**config.mk**
```make
export PLATFORM = sky130hd
export DESIGN_NAME = instr_fetch_unit
export DESIGN_NICKNAME = d
export VERILOG_FILES = /design/src/rtl/instr_fetch_unit.sv
export SDC_FILE = /design/constraint.sdc
export NUM_CORES = 1
export LEC_CHECK = 0
export BUFFER_PORTS_ARGS = -buffer_cell sky130_fd_sc_hd__clkbuf_2
export CAP_MARGIN = 20
export CORE_ASPECT_RATIO = 0.75
export CORE_UTILIZATION = 30
export DETAILED_ROUTE_END_ITERATION = 6
export GPL_TIMING_DRIVEN = 0
export PLACE_DENSITY_LB_ADDON = 0.08
export REMOVE_ABC_BUFFERS = 1
export SETUP_SLACK_MARGIN = 0.02
export SKIP_LAST_GASP = 1
export SLEW_MARGIN = 0
export SYNTH_ARGS = -nofsm -noshare
export SYNTH_HDL_FRONTEND = slang
export SYNTH_SLANG_ARGS = --single-unit
```
**constraint.sdc**
```tcl
create_clock -name clk -period 2.8 [get_ports clk]
set_input_delay 0.14 -clock clk [delete_from_list [all_inputs] [get_ports clk]]
set_output_delay 0.14 -clock clk [all_outputs]
set_load 0.005 [all_outputs]
```
**src/rtl/instr_fetch_unit.sv**
```systemverilog
// -----------------------------------------------------------------------------
// instr_fetch_unit
//
// Purpose:
//   This block produces the opcode and func stream for the single-cycle
//   control unit. It holds the PC and fetches 16-bit instruction words over a
//   req/valid handshake. Each word is latched into the instruction register
//   (ir), and its decode fields are presented for one issue cycle. The issue
//   cycle is extended while the downstream stall input is high. The next PC
//   comes from the control unit's nia input and the datapath branch result.
//
// Sequencing:
//   IDLE -> FETCH -> ISSUE -> FETCH ...
//   With a zero-wait memory, one instruction issues every 2 cycles.
//
// Parameters:
//   ADDR_W    PC / imem word-address width. Must be at least 13, because a
//             jump replaces PC[11:0].
//   RESET_PC  PC value loaded on reset.
//
// Ports:
//   clk           in   1       single clock, rising edge
//   rst           in   1       synchronous, active-high reset
//   imem_req      out  1       fetch request, high for the whole FETCH state
//   imem_addr     out  ADDR_W  word address of the fetch (= PC)
//   imem_rdata    in   16      instruction word, qualified by imem_valid
//   imem_valid    in   1       rdata valid; only honoured in FETCH
//   stall         in   1       downstream hold; freezes ISSUE
//   nia           in   1       1 = sequential/branch path, 0 = jump
//   branch_taken  in   1       branch condition, used only when nia = 1
//   instr_valid   out  1       decode fields valid (ISSUE state)
//   opcode        out  4       ir[15:12]
//   rs, rt, rd    out  3 each  ir[11:9], ir[8:6], ir[5:3]
//   func          out  3       ir[2:0]
//   imm_sext      out  16      sign-extended ir[5:0]
//   jmp_target    out  12      ir[11:0]
//   pc_out        out  ADDR_W  address of the issuing instruction
//   illegal       out  1       one-cycle pulse when an unknown opcode issues
// -----------------------------------------------------------------------------
module instr_fetch_unit #(
    parameter int                ADDR_W   = 16,
    parameter logic [ADDR_W-1:0] RESET_PC = '0
) (
    input  logic              clk,
    input  logic              rst,
    output logic              imem_req,
    output logic [ADDR_W-1:0] imem_addr,
    input  logic [15:0]       imem_rdata,
    input  logic              imem_valid,
    input  logic              stall,
    input  logic              nia,
    input  logic              branch_taken,
    output logic              instr_valid,
    output logic [3:0]        opcode,
    output logic [2:0]        rs,
    output logic [2:0]        rt,
    output logic [2:0]        rd,
    output logic [2:0]        func,
    output logic [15:0]       imm_sext,
    output logic [11:0]       jmp_target,
    output logic [ADDR_W-1:0] pc_out,
    output logic              illegal
);

    typedef enum logic [1:0] {
        ST_IDLE  = 2'd0,
        ST_FETCH = 2'd1,
        ST_ISSUE = 2'd2
    } state_t;

    // Legal opcodes are 0, 2, 4, 8, 11 and 15. Bit n of this mask is set
    // when opcode n is legal.
    localparam logic [15:0] LEGAL_MASK = 16'b1000_1001_0001_0101;

    state_t            state_q, state_d;
    logic [ADDR_W-1:0] pc_q, pc_d;
    logic [15:0]       ir_q, ir_d;
    // first_q is set for the first cycle of each ISSUE. It keeps illegal to a
    // single pulse while the instruction is held by stall.
    logic              first_q, first_d;

    logic              opcode_legal;
    logic [ADDR_W-1:0] seq_pc;
    logic [ADDR_W-1:0] jump_pc;
    logic [ADDR_W-1:0] branch_pc;
    logic [ADDR_W-1:0] branch_off;
    logic [ADDR_W-1:0] next_pc;

    // ---------------------------------------------------------------- state
    always_ff @(posedge clk) begin
        if (rst) begin
            state_q <= ST_IDLE;
            pc_q    <= RESET_PC;
            ir_q    <= '0;
            first_q <= 1'b0;
        end else begin
            state_q <= state_d;
            pc_q    <= pc_d;
            ir_q    <= ir_d;
            first_q <= first_d;
        end
    end

    // ------------------------------------------------------ next-PC compute
    assign opcode_legal = LEGAL_MASK[ir_q[15:12]];
    assign seq_pc       = pc_q + ADDR_W'(1);
    // A jump keeps the current 4K-word page and replaces the low 12 bits.
    assign jump_pc      = {pc_q[ADDR_W-1:12], ir_q[11:0]};
    assign branch_off   = {{(ADDR_W-6){ir_q[5]}}, ir_q[5:0]};
    assign branch_pc    = seq_pc + branch_off;

    // An unknown opcode always falls through to PC + 1, whatever the
    // control unit says. Otherwise a jump takes priority over branch_taken.
    always_comb begin
        next_pc = seq_pc;
        if (opcode_legal) begin
            if (!nia) begin
                next_pc = jump_pc;
            end else if (branch_taken) begin
                next_pc = branch_pc;
            end
        end
    end

    // ------------------------------------------------------- FSM next state
    always_comb begin
        state_d = state_q;
        pc_d    = pc_q;
        ir_d    = ir_q;
        first_d = first_q;
        case (state_q)
            ST_IDLE: begin
                state_d = ST_FETCH;
            end
            ST_FETCH: begin
                if (imem_valid) begin
                    ir_d    = imem_rdata;
                    first_d = 1'b1;
                    state_d = ST_ISSUE;
                end
            end
            ST_ISSUE: begin
                first_d = 1'b0;
                if (!stall) begin
                    pc_d    = next_pc;
                    state_d = ST_FETCH;
                end
            end
            default: begin
                state_d = ST_IDLE;
            end
        endcase
    end

    // -------------------------------------------------------------- outputs
    assign imem_req    = (state_q == ST_FETCH);
    assign imem_addr   = pc_q;
    assign instr_valid = (state_q == ST_ISSUE);
    assign illegal     = (state_q == ST_ISSUE) && first_q && !opcode_legal;
    assign pc_out      = pc_q;

    // The field outputs are driven straight from ir, so they read 0 after reset.
    assign opcode      = ir_q[15:12];
    assign rs          = ir_q[11:9];
    assign rt          = ir_q[8:6];
    assign rd          = ir_q[5:3];
    assign func        = ir_q[2:0];
    assign imm_sext    = {{10{ir_q[5]}}, ir_q[5:0]};
    assign jmp_target  = ir_q[11:0];

endmodule
```
# ---- After elaboration in Yosys (flattened, before gate mapping)
# Memory sizes are Yosys's and may differ from the RTL's. A register that Yosys moved wholly into a read port is not among the register bits.
# Cells that the tools add are included.
dict set report op_classes {
  n_reduce_logical 10
  div_mod_pow 0
  add_sub_neg 2
  multipliers 0
  magnitude_cmp 1
  n_mux 11
  bitwise 1
  eq_ne 5
  shift 0
}
# operator n
set ops {}
lappend ops {{two-way mux 16 bit} 3}
lappend ops {{adder 16 x 1 -> 16 bit, second input constant} 1}
lappend ops {{adder 16 bit} 1}
lappend ops {{two-way mux 4 bit} 2}
lappend ops {{AND reduction 2 bit} 4}
lappend ops {{one-hot mux 2 bit (3 select lines)} 1}
lappend ops {{less-than comparator 4 x 5 -> 1 bit, second input constant} 1}
lappend ops {{two-way mux 2 bit} 2}
lappend ops {{inequality test 2 bit, second input constant} 2}
lappend ops {{AND reduction 3 bit} 1}
lappend ops {{equality test 2 x 1 -> 1 bit, second input constant} 1}
lappend ops {{equality test 2 bit, second input constant} 1}
lappend ops {{logical AND 1 bit} 2}
lappend ops {{logical NOT 2 bit} 1}
lappend ops {{two-way mux 1 bit} 2}
lappend ops {{inequality test 2 x 1 -> 1 bit, second input constant} 1}
lappend ops {{one-hot mux 1 bit (2 select lines)} 1}
lappend ops {{nonzero test 2 bit} 1}
lappend ops {{logical NOT 1 bit} 1}
lappend ops {{inverter 1 bit} 1}
dict set report word_totals {
  ram_bits 0
  in_bits 22
  out_inout_bits 79
  n_memories 1
  rom_bits 16
  latchBits 0
  wordCells 36
  regBits 35
}
# name depth word_bits rd rd_clocked_by_memory_dff write_ports line_no
set mem_list {}
lappend mem_list {{(no name shown)} 16 1 1 1 0 105} ;# assign opcode_legal = LEGAL_MASK[ir_q[15:12]];

# ---- Longest topological paths before layout
# Gate-level depths: netlist of the first run.
dict set report logic_depth {
  word_depth 5
  ltp_mapped 13
  mapped_depth_nobuf 12
}

# ---- Worst setup path before layout of the first run
# No wires, ideal clock.
dict set report synth_timing {
  path_kind {reg2reg}
  from {register pc_q[0] (netlist: imem_addr[0])}
  to {register pc_q[15] (netlist: imem_addr[15])}
  path_stages_with_launch 14
  t_arrival_ps 2433
  path_slack_ps 229
  synth_period_minus_slack_ps 2571
  path_buffers 1
  path_cell_list {dfxtp_1 ha_1 nand3_1 nor2_1 and3_1 xor2_1 ha_1 clkbuf_1 a21o_1 a21o_1 a21oi_1 o211ai_1 nand3_1 o221ai_1}
}
dict set report synth_via {
  elab_chain_len 5
}
# item line_no
set synth_lines {}
lappend synth_lines {{start, declared} 76} ;# logic [ADDR_W-1:0] pc_q, pc_d;
lappend synth_lines {{start signal, assigned} 98} ;# pc_q <= pc_d;
lappend synth_lines {{adder 16 x 1 -> 16 bit *} 106} ;# assign seq_pc = pc_q + ADDR_W'(1);
lappend synth_lines {{adder 16 bit} 110} ;# assign branch_pc = seq_pc + branch_off;
lappend synth_lines {{two-way mux 16 bit} 119} ;# end else if (branch_taken) begin
lappend synth_lines {{two-way mux 16 bit} 117} ;# if (!nia) begin
lappend synth_lines {{two-way mux 16 bit *} 116} ;# if (opcode_legal) begin
# Every way passes the cells marked *; elsewhere a longest branch is shown, timed or not. The select of a mux whose other input is x is not followed.
# A chain may end at the register's enable or synchronous reset.

# ---- Final worst setup path of the first run
dict set report layout_timing {
  from {register pc_q[0] (netlist: imem_addr[0])}
  to {register pc_q[10] (netlist: imem_addr[10])}
}
# Same word-level chain as after synthesis.

==> metrics, run 1 <==
maxcap violations=0; Layout area overhead=26.9%; Setup TNS=0 ns; router iterations before antenna repair=4; Tmin final=2.75 ns; Layout Utilization=39.1%; Clock Latency Late Sink=0.28 ns; Tcrit/Tclk final=98.1%; top_reg_cell synth=dfxtp_1; vias in the first global route=2,562; run status=complete, no violations; Max VDD drop=0.235 mV; dpl cells=562; Post-DP HPWL=6230 um; Slew @ Worst Pin=0.984 ns; total grt overflow=0; RePlAce Congestion=0.817; number of flops mapped to enable cells by yosys=0; Final Non-Filler Cells=589; cts hold-fix bufs=0; First DRT Iteration DRCs=171; min-delay worst type=primary input to flip-flop; Yosys reg bits=36; Filler cells=1,059; Slew headroom=34.2%; I/O pin total=101; Worst setup SP type=flip-flop; H-tree level count=2; Critical Path Sink Type=flip-flop; count leader, synth=nand2_1; Die X=117 um; largest net degree at the start of global routing=41; Cell Pwr Density=362 nW/um2; Setup WS post-layout=0.0529 ns; Max Root-Sink Buffers=2; full die area=10,300 um2; # rows=31; Synth Cell Area=2970 um2; largest cells by area after synthesis=dfxtp_1 24%, buf_4 11%, ha_1 8.9%, nand2_1 7.2%, a21oi_1 7.1%; Slew Limit Fails=0; Clock Pin Slew Worst Setup and Hold Paths=0.06 ns; Peak Freq=364 MHz; Critical Path AT=2.88 ns; Worst Skew=0.00421 ns; RSZ-0062 raised after global routing=true; GRT Util Overall=17.4%; Mapped Cells=389; Unique masters post-synth=54; drt drc=0; CTS tree=done; Floorplan Core Area=9620 um2; number of buffers created by CTS=5; WS Path Type=flip-flop to flip-flop; Synth warnings=0; Post-synth top cells=57 x nand2_1, 45 x buf_4, 42 x a21oi_1; Final nets=500; crit-path max FO=6; Synth top area share=24.3%; root buf cell=clkbuf_16; post-route ant nets=0; sequential share of the synthesized area=24.3%; first-pass GRT wire length=13,600 um; vias=2,928; Starting Density=30.8%; number of antenna diodes=0; Mean Syn Cell Area=7.63 um2; final hold violation count=0; Yosys top cell by area=dfxtp_1; asr flop ratio synth=0%; Total Power=1.36 mW; Chip Height=88.1 um; input/output buffers=100; share of cells above drive strength 1=37.2%; final WL=8880 um; antenna violations before repair=0; wire per inst=15.1 um; vias per cell=4.97; Pleak=1.67 nW; Sink Count=36; DP Worst Slack=-0.301 ns; Finish-stage setup viols=0; data required time of the critical path=2.93 ns
## state kept, by name, summed over array words and instances (netlist names)
name / flops
imem_addr: 16
ir_q: 16
state_q: 2
first_q: 1
opcode_legal: 1
## critical path, stage by stage, from the launching register on
cell	delay, ns
dfxtp_4	0.39
ha_4	0.17
nand3_4	0.12
nor2_1	0.15
xor2_1	0.26
ha_1	0.34
o21ai_0	0.18
nand2b_1	0.14
a41oi_2	0.36
buf_4	0.19
xor2_2	0.21
o32ai_1	0.10
## where the power goes
group / switching, mW / total [mW] / internal [mW]
Clock: 0.215 / 0.566 / 0.351
Combinational: 0.137 / 0.237 / 0.0999
Sequential: 0.0324 / 0.561 / 0.529
## worst paths after layout
path	startpoint	endpoint	slack (ns)	cells past startpoint
worst min-delay path	imem_rdata[4]	ir_q[4]	0.08	3
worst max-delay path	imem_addr[0]	imem_addr[10]	0.05	11
worst max register to register	imem_addr[0]	imem_addr[10]	0.05	11
worst min register to register	first_q	first_q	0.46	2
## cell usage in the layout (no fill, tap or decap), types with 5 or more instances in the layout
cell type	count
dfxtp_1	28
xnor2_1	9
clkbuf_16	5
o21ai_0	10
buf_4	19
nand3_1	9
ha_1	15
nor2_1	25
clkbuf_2	100
o211ai_1	8
nand2b_1	6
nor3_1	8
xor2_1	7
a21o_1	10
o21ai_1	5
a21oi_1	40
inv_1	5
nand2_1	55
xnor2_2	5
## metrics by stage
stage                     area, um2  hold WS, ns
final                          3760       0.0787
after global routing           3760       0.0858
after CTS                      3510       0.0719
after detailed placement       3240        0.368
after global placement         3240        0.365
after floorplan                2570        0.209
## final cells by class
class / count / area (um2) / area share, %
Timing Repair Buffer: 119 / 643 / 17.1
Sequential cell: 36 / 741 / 19.7
Multi-Input combinational cell: 287 / 2040 / 54.2
Inverter: 7 / 26.3 / 0.698
Clock buffer: 6 / 139 / 3.69
Tap cell: 132 / 165 / 4.39
Clock inverter: 2 / 10.0 / 0.266
## cell families after synthesis
kind of cell | synth area share [%]
mux | 1.77
xor+xnor | 7.09
compound gates | 21.9
fa+ha+maj | 9.53
flops | 24.3
simple gates | 21.3
buf+inv | 14.1
## routing by layer
| metal | GRT usage [%] | share of wire (%) | vias up | wire (um) |
|---|---|---|---|---|
| li1 | - | - | 1473 | - |
| met1 | 26.1 | 48 | 1359 | 4300 |
| met2 | 25.7 | 44 | 88 | 3890 |
| met3 | 2.49 | 6.6 | 8 | 584 |
| met4 | 4.49 | 1.1 | 0 | 101 |
| met5 | 0 | 0 | - | 0 |
## what timing repair did
action | 4_1_cts | 5_1_grt
gates resized for setup | 15 | 35
endpoints found under the setup margin | 9 | 9
buffers inserted | 8 | 11
pin swaps | 4 | 17
Note: power is estimated with default switching activity, not from simulation.
==> run 2: changes to the inputs <==
--- a/config.mk
+++ b/config.mk
@@ -9,6 +9,7 @@
 export CAP_MARGIN = 20
 export CORE_ASPECT_RATIO = 0.75
 export CORE_UTILIZATION = 30
+export CTS_BUF_LIST = sky130_fd_sc_hd__clkbuf_4
 export DETAILED_ROUTE_END_ITERATION = 6
 export GPL_TIMING_DRIVEN = 0
 export PLACE_DENSITY_LB_ADDON = 0.08
==> run 2 against run 1 <==
  * Highest routed layer unchanged
  * Clock power is 51% lower
  * Non-clock buffer count up 17
  * Clock skew increased by 0.0024 ns
  * Power shrank 20%
  * Largest cell class unchanged
  * Critical path type unchanged
  * Count of clock-buffer cells in the layout decreased by 1
==> metrics, run 2 (synthesis results as in run 1) <==
Slew headroom=35.1% (+0.88 points); root buf cell=clkbuf_4; Cell Pwr Density=286 nW/um2 (-21%); Floorplan Core Area=9620 um2 (unchanged); full die area=10,300 um2 (unchanged); Placed Area=3240 um2 (unchanged); Tcrit/Tclk final=96.1% (-2.0 points); Post-DP HPWL=6230 um (unchanged); max layer used=met4; M1 wire length=4570 um (+6.2%); Slew @ Worst Pin=0.971 ns (-0.0131 ns); Max VDD drop=0.222 mV (-5.5%); Critical Path AT=2.89 ns (about the same); vias=2,983 (+1.9%); antenna violations before repair=0 (unchanged); total grt overflow=0 (unchanged); Die X=117 um (unchanged); Starting Density=30.8% (unchanged); Sink Count=36 (unchanged); final WL=8950 um (+0.88%); leading cell types in the layout, fill and taps excluded=100 x clkbuf_2, 55 x nand2_1, 40 x a21oi_1, 28 x dfxtp_1, 27 x buf_4; drt drc=0 (unchanged); met2 wire length=3970 um (+2.2%); Clock Pin Slew Worst Setup and Hold Paths=0.12 ns (+0.06 ns); Finish-stage setup viols=0 (unchanged); Max Root-Sink Buffers=2 (unchanged); largest net degree at the start of global routing=41 (unchanged); Pleak=1.69 nW (+1.2%); RSZ-0062 raised after global routing=true; maxcap violations=0 (unchanged); wire per inst=14.8 um (-2.0%); CTS tree=done; share of cells above drive strength 1=37.3% (+0.14 points); Chip Height=88.1 um (unchanged); input/output buffers=100 (unchanged); Worst Skew=0.00664 ns (+0.00242 ns); routed wl met3=353 um (-40%); Total Power=1.09 mW (-20%); final hold violation count=0 (unchanged); Final nets=517 (+3.4%); Critical Path Sink Type=flip-flop; CP peak stage delay=0.41 ns (+0.02 ns); run status=complete, no violations; vias per cell=4.92 (-0.98%); min-delay worst type=primary input to flip-flop; H-tree level count=2 (unchanged); design area=3820 um2 (+1.6%); crit-path cells=ha_4 -> nand3_4 -> nor2_4 -> and3_4 -> xor2_2 -> ha_4 -> a21o_1 -> a21o_1 -> a21oi_1 -> o211ai_1 -> nand3_1 -> o221ai_1; crit-path max FO=8 (+2); CP max-delay cell=dfxtp_4; Peak Freq=372 MHz (+2.1%); router iterations before antenna repair=4 (unchanged); WS Path Type=flip-flop to flip-flop; Worst setup SP type=flip-flop; Tmin final=2.69 ns (-0.0554 ns); Clock Latency Late Sink=0.35 ns (+0.07 ns); Setup WS post-layout=0.108 ns (+0.0554 ns); # rows=31 (unchanged); vias in the first global route=2,611 (+1.9%); first-pass GRT wire length=13,700 um (+1.2%); DP Worst Slack=-0.301 ns (unchanged); Slew Limit Fails=0 (unchanged); Layout area overhead=28.8%; GRT Util Overall=17.4% (+0.030 points); Layout Utilization=39.7% (+0.61 points); data required time of the critical path=3.00 ns (+0.07 ns); RePlAce Congestion=0.817 (unchanged); number of antenna diodes=0 (unchanged); number of buffers created by CTS=5 (unchanged); post-route ant nets=0 (unchanged); I/O pin total=101 (unchanged); most common cell after layout, fill and taps aside=clkbuf_2; First DRT Iteration DRCs=144 (-16%)
run 2: cell count changes in the layout (fill, tap and decap cells not counted), sizes merged:
cell	delta
clkbuf	-1
dlygate4sd3	+9
buf	+8
clkinv	+1
run 2: final cells by class:
| cell class | count | area [um2] |
|---|---|---|
| fill | 1046 | 5800 |
| multi-input combinational | 287 | 2050 |
| timing repair buffer | 136 | 793 |
| sequential | 36 | 741 |
| tap | 132 | 165 |
| clock buffer | 5 | 37.5 |
| inverter | 7 | 26.3 |
| clock inverter | 3 | 13.8 |
run 2: routing by layer:
| metal | GRT usage (%) | vias up |
|---|---|---|
| met5 | 0 | - |
| met4 | 3.45 | 0 |
| met3 | 2.70 | 4 |
| met2 | 26.1 | 75 |
| met1 | 26.1 | 1400 |
| li1 | - | 1504 |
run 2: where the power goes:
part,switching [mW],internal [mW]
Combinational,0.141,0.113
Sequential,0.0318,0.528
Clock,0.185,0.0922
Total,0.358,0.733
run 2: worst max-delay path: cells and delay by family, from the launching register on:
| kind | cells | cell delay [ns] |
|---|---|---|
| xor+xnor | 1 | 0.26 |
| compound gates | 5 | 0.82 |
| flops | 1 | 0.41 |
| fa+ha+maj | 2 | 0.44 |
| simple gates | 4 | 0.60 |
run 2: path summary, 6_finish.rpt:
| kind | to | cells past startpoint | slack [ns] | from |
|---|---|---|---|---|
| worst max-delay path | imem_addr[15] | 12 | 0.11 | imem_addr[0] |
| worst min-delay path | ir_q[8] | 3 | 0.007 | imem_rdata[8] |
| worst min register to register | first_q | 2 | 0.47 | first_q |
| worst max register to register | imem_addr[15] | 12 | 0.11 | imem_addr[0] |
run 2: what timing repair did:
item / in CTS / in global routing
hold buffers: 9 / 0
hold endpoints to repair: 9 / 0
setup buffers: 6 / 21
gates resized for setup: 15 / 36
endpoints found under the setup margin: 9 / 9
pin swaps: 3 / 20
run 2: through the flow:
stage | setup TNS [ns] | instances | hold slack [ns]
detailed placement | -1.11 | 562 | 0.368
global placement | -1.32 | 562 | 0.365
finish | 0 | 606 | 0.00687
global route | -0.0439 | 606 | 0.00763
CTS | -0.0333 | 585 | 0.0000936
floorplan | 0 | 330 | 0.209
==> run 3: changes to the inputs <==
--- a/config.mk
+++ b/config.mk
@@ -8,7 +8,7 @@
 export BUFFER_PORTS_ARGS = -buffer_cell sky130_fd_sc_hd__clkbuf_2
 export CAP_MARGIN = 20
 export CORE_ASPECT_RATIO = 0.75
-export CORE_UTILIZATION = 30
+export CORE_UTILIZATION = 53
 export CTS_BUF_LIST = sky130_fd_sc_hd__clkbuf_4
 export DETAILED_ROUTE_END_ITERATION = 6
 export GPL_TIMING_DRIVEN = 0
==> run 3 against run 2 <==
  * Power hardly changed
  * Routed wire length is 11% lower
  * Via count is 1.3% higher
  * Sequential share of layout area is 1.7 points higher
  * Critical path type unchanged
  * Largest cell class unchanged
==> metrics, run 3 (synthesis results as in run 1) <==
Final nets=499 (-3.5%); vias per cell=5.69 (+16%); wire per inst=15.0 um (+1.4%); Placed Area=3170 um2 (-2.2%); router iterations before antenna repair=5 (+1); Slew Limit Fails=0 (unchanged); GRT Util Overall=27.8% (+10 points); # rows=23 (-26%); sequential power share=51.2% (about the same); Max Root-Sink Buffers=2 (unchanged); root buf cell=clkbuf_4; switching share of power=32.5% (-0.36 points); Clock Latency Late Sink=0.36 ns (about the same); First DRT Iteration DRCs=207 (+44%); Finish-stage setup viols=0 (unchanged); H-tree level count=2 (unchanged); Starting Density=55.4% (+25 points); CP Launch Point=imem_addr[3]; Critical Path AT=2.90 ns (about the same); antenna violations before repair=0 (unchanged); first-pass GRT wire length=12,400 um (-9.6%); share of cells above drive strength 1=31.6% (-5.8 points); Worst setup SP type=flip-flop; P_sw=0.354 mW (-1.1%); Tcrit/Tclk final=95.9% (-0.19 points); Post-DP HPWL=5620 um (-9.8%); maxcap violations=0 (unchanged); number of buffers created by CTS=5 (unchanged); WS Path Type=flip-flop to flip-flop; largest net degree at the start of global routing=41 (unchanged); Slew @ Worst Pin=0.903 ns (-0.0682 ns); final hold violation count=0 (unchanged); drt drc=0 (unchanged); vias in the first global route=2,579 (-1.2%); Hold Startpoint=imem_rdata[7]; data required time of the critical path=3.01 ns (about the same); DP Worst Slack=-0.224 ns (+0.0768 ns); Layout area overhead=18.2%; total grt overflow=0 (unchanged); full die area=5900 um2 (-43%); min-delay worst type=primary input to flip-flop; Cell Pwr Density=311 nW/um2 (+9.1%); Slew headroom=39.7% (+4.6 points); Max VDD drop=0.286 mV (+29%); run status=complete, no violations; Worst Skew=0.00701 ns (+0.000377 ns); Tmin final=2.69 ns (-0.00542 ns); number of antenna diodes=0 (unchanged); final WL=7960 um (-11%); vias=3,021 (+1.3%); design area=3510 um2 (-8.3%); RSZ-0062 raised after global routing=true; Pint=0.738 mW (+0.57%); Setup WS post-layout=0.114 ns (+0.00542 ns); CTS tree=done; RePlAce Congestion=0.884 (+8.2%); Pleak=1.57 nW (-7.1%); Critical Path Sink Type=flip-flop; I/O pin total=101 (unchanged); Chip Height=66.8 um (-24%); Clock Pin Slew Worst Setup and Hold Paths=0.12 ns (about the same); most common cell after layout, fill and taps aside=clkbuf_2; Die X=88.4 um (-24%); Peak Freq=372 MHz (+0.20%); crit-path max FO=7 (-1); Logic pwr share=21.6% (-1.7 points); input/output buffers=100 (unchanged); clock network power share=27.3% (+1.9 points); post-route ant nets=0 (unchanged); Sink Count=36 (unchanged); Worst R2R Start=imem_addr[3]; leading cell types in the layout, fill and taps excluded=100 x clkbuf_2, 57 x nand2_1, 40 x a21oi_1, 28 x dfxtp_1, 25 x nor2_1; Floorplan Core Area=5350 um2 (-44%)
run 3: final cells by class:
class                   instances  area, um2
multi-input cells             287       1930
fillers                       502       1850
inverters                       7       26.3
clock buffers                   6       45.0
well taps                      75       93.8
repair buffers                118        661
flip-flops and latches         36        741
clock inverters                 2       11.3
run 3: power groups by stage:
| stage | registers, mW | clock network (mW) | logic, mW |
|---|---|---|---|
| 2_1_floorplan | 0.569 | 0 | 0.117 |
| 5_1_grt | 0.563 | 0.320 | 0.265 |
| 6_report | 0.559 | 0.298 | 0.236 |
| 3_3_place_gp | 0.570 | 0 | 0.209 |
| 4_1_cts | 0.560 | 0.300 | 0.227 |
| 3_5_place_dp | 0.571 | 0 | 0.213 |
run 3: worst max-delay path, stage by stage, from the launching register on:
cell      delay [ns]
dfxtp_4         0.42
nand4_1         0.10
buf_4           0.16
nor2_4          0.19
nand4_1         0.22
xnor2_1         0.19
ha_1            0.37
nand2_1         0.13
nor2_1          0.06
a211oi_1        0.22
o31ai_2         0.13
xnor2_1         0.24
o22ai_1         0.11
run 3: layer usage:
| layer | share of wire, % | global-route usage [%] | routed length (um) | vias up |
|---|---|---|---|---|
| met5 | 0 | 0 | 0 | - |
| met4 | 0.97 | 6.85 | 77 | 0 |
| met3 | 6.5 | 5.82 | 518 | 9 |
| met2 | 45 | 42.5 | 3560 | 127 |
| met1 | 48 | 39.4 | 3800 | 1412 |
| li1 | - | - | - | 1473 |
run 3: worst paths after layout:
path / end / slack [ns] / depth (start not counted)
max: imem_addr[14] / 0.11 / 12
min: ir_q[7] / 0.003 / 3
max reg2reg: imem_addr[14] / 0.11 / 12
min reg2reg: first_q / 0.48 / 2
run 3: what timing repair did:
| item | 4_1_cts | 5_1_grt |
|---|---|---|
| endpoints found under the setup margin | 8 | 10 |
| hold buffers | 10 | 0 |
| pin swaps | 2 | 9 |
| endpoints found under the hold margin | 10 | 0 |
| gates cloned | 0 | 0 |
| buffers inserted | 1 | 7 |
| gates resized for setup | 12 | 18 |
run 3: stage by stage:
stage / instances / power, mW / TNS, ns / util (%) / hold slack [ns]
floorplan: 330 / 0.686 / 0 / - / 0.209
global placement: 505 / 0.779 / -0.470 / 59.2 / 0.364
detailed placement: 505 / 0.784 / -0.478 / 59.2 / 0.368
CTS: 524 / 1.09 / 0 / 63.2 / 0.00123
global route: 531 / 1.15 / -0.00675 / 65.5 / 0.00400
finish: 531 / 1.09 / 0 / 65.5 / 0.00298
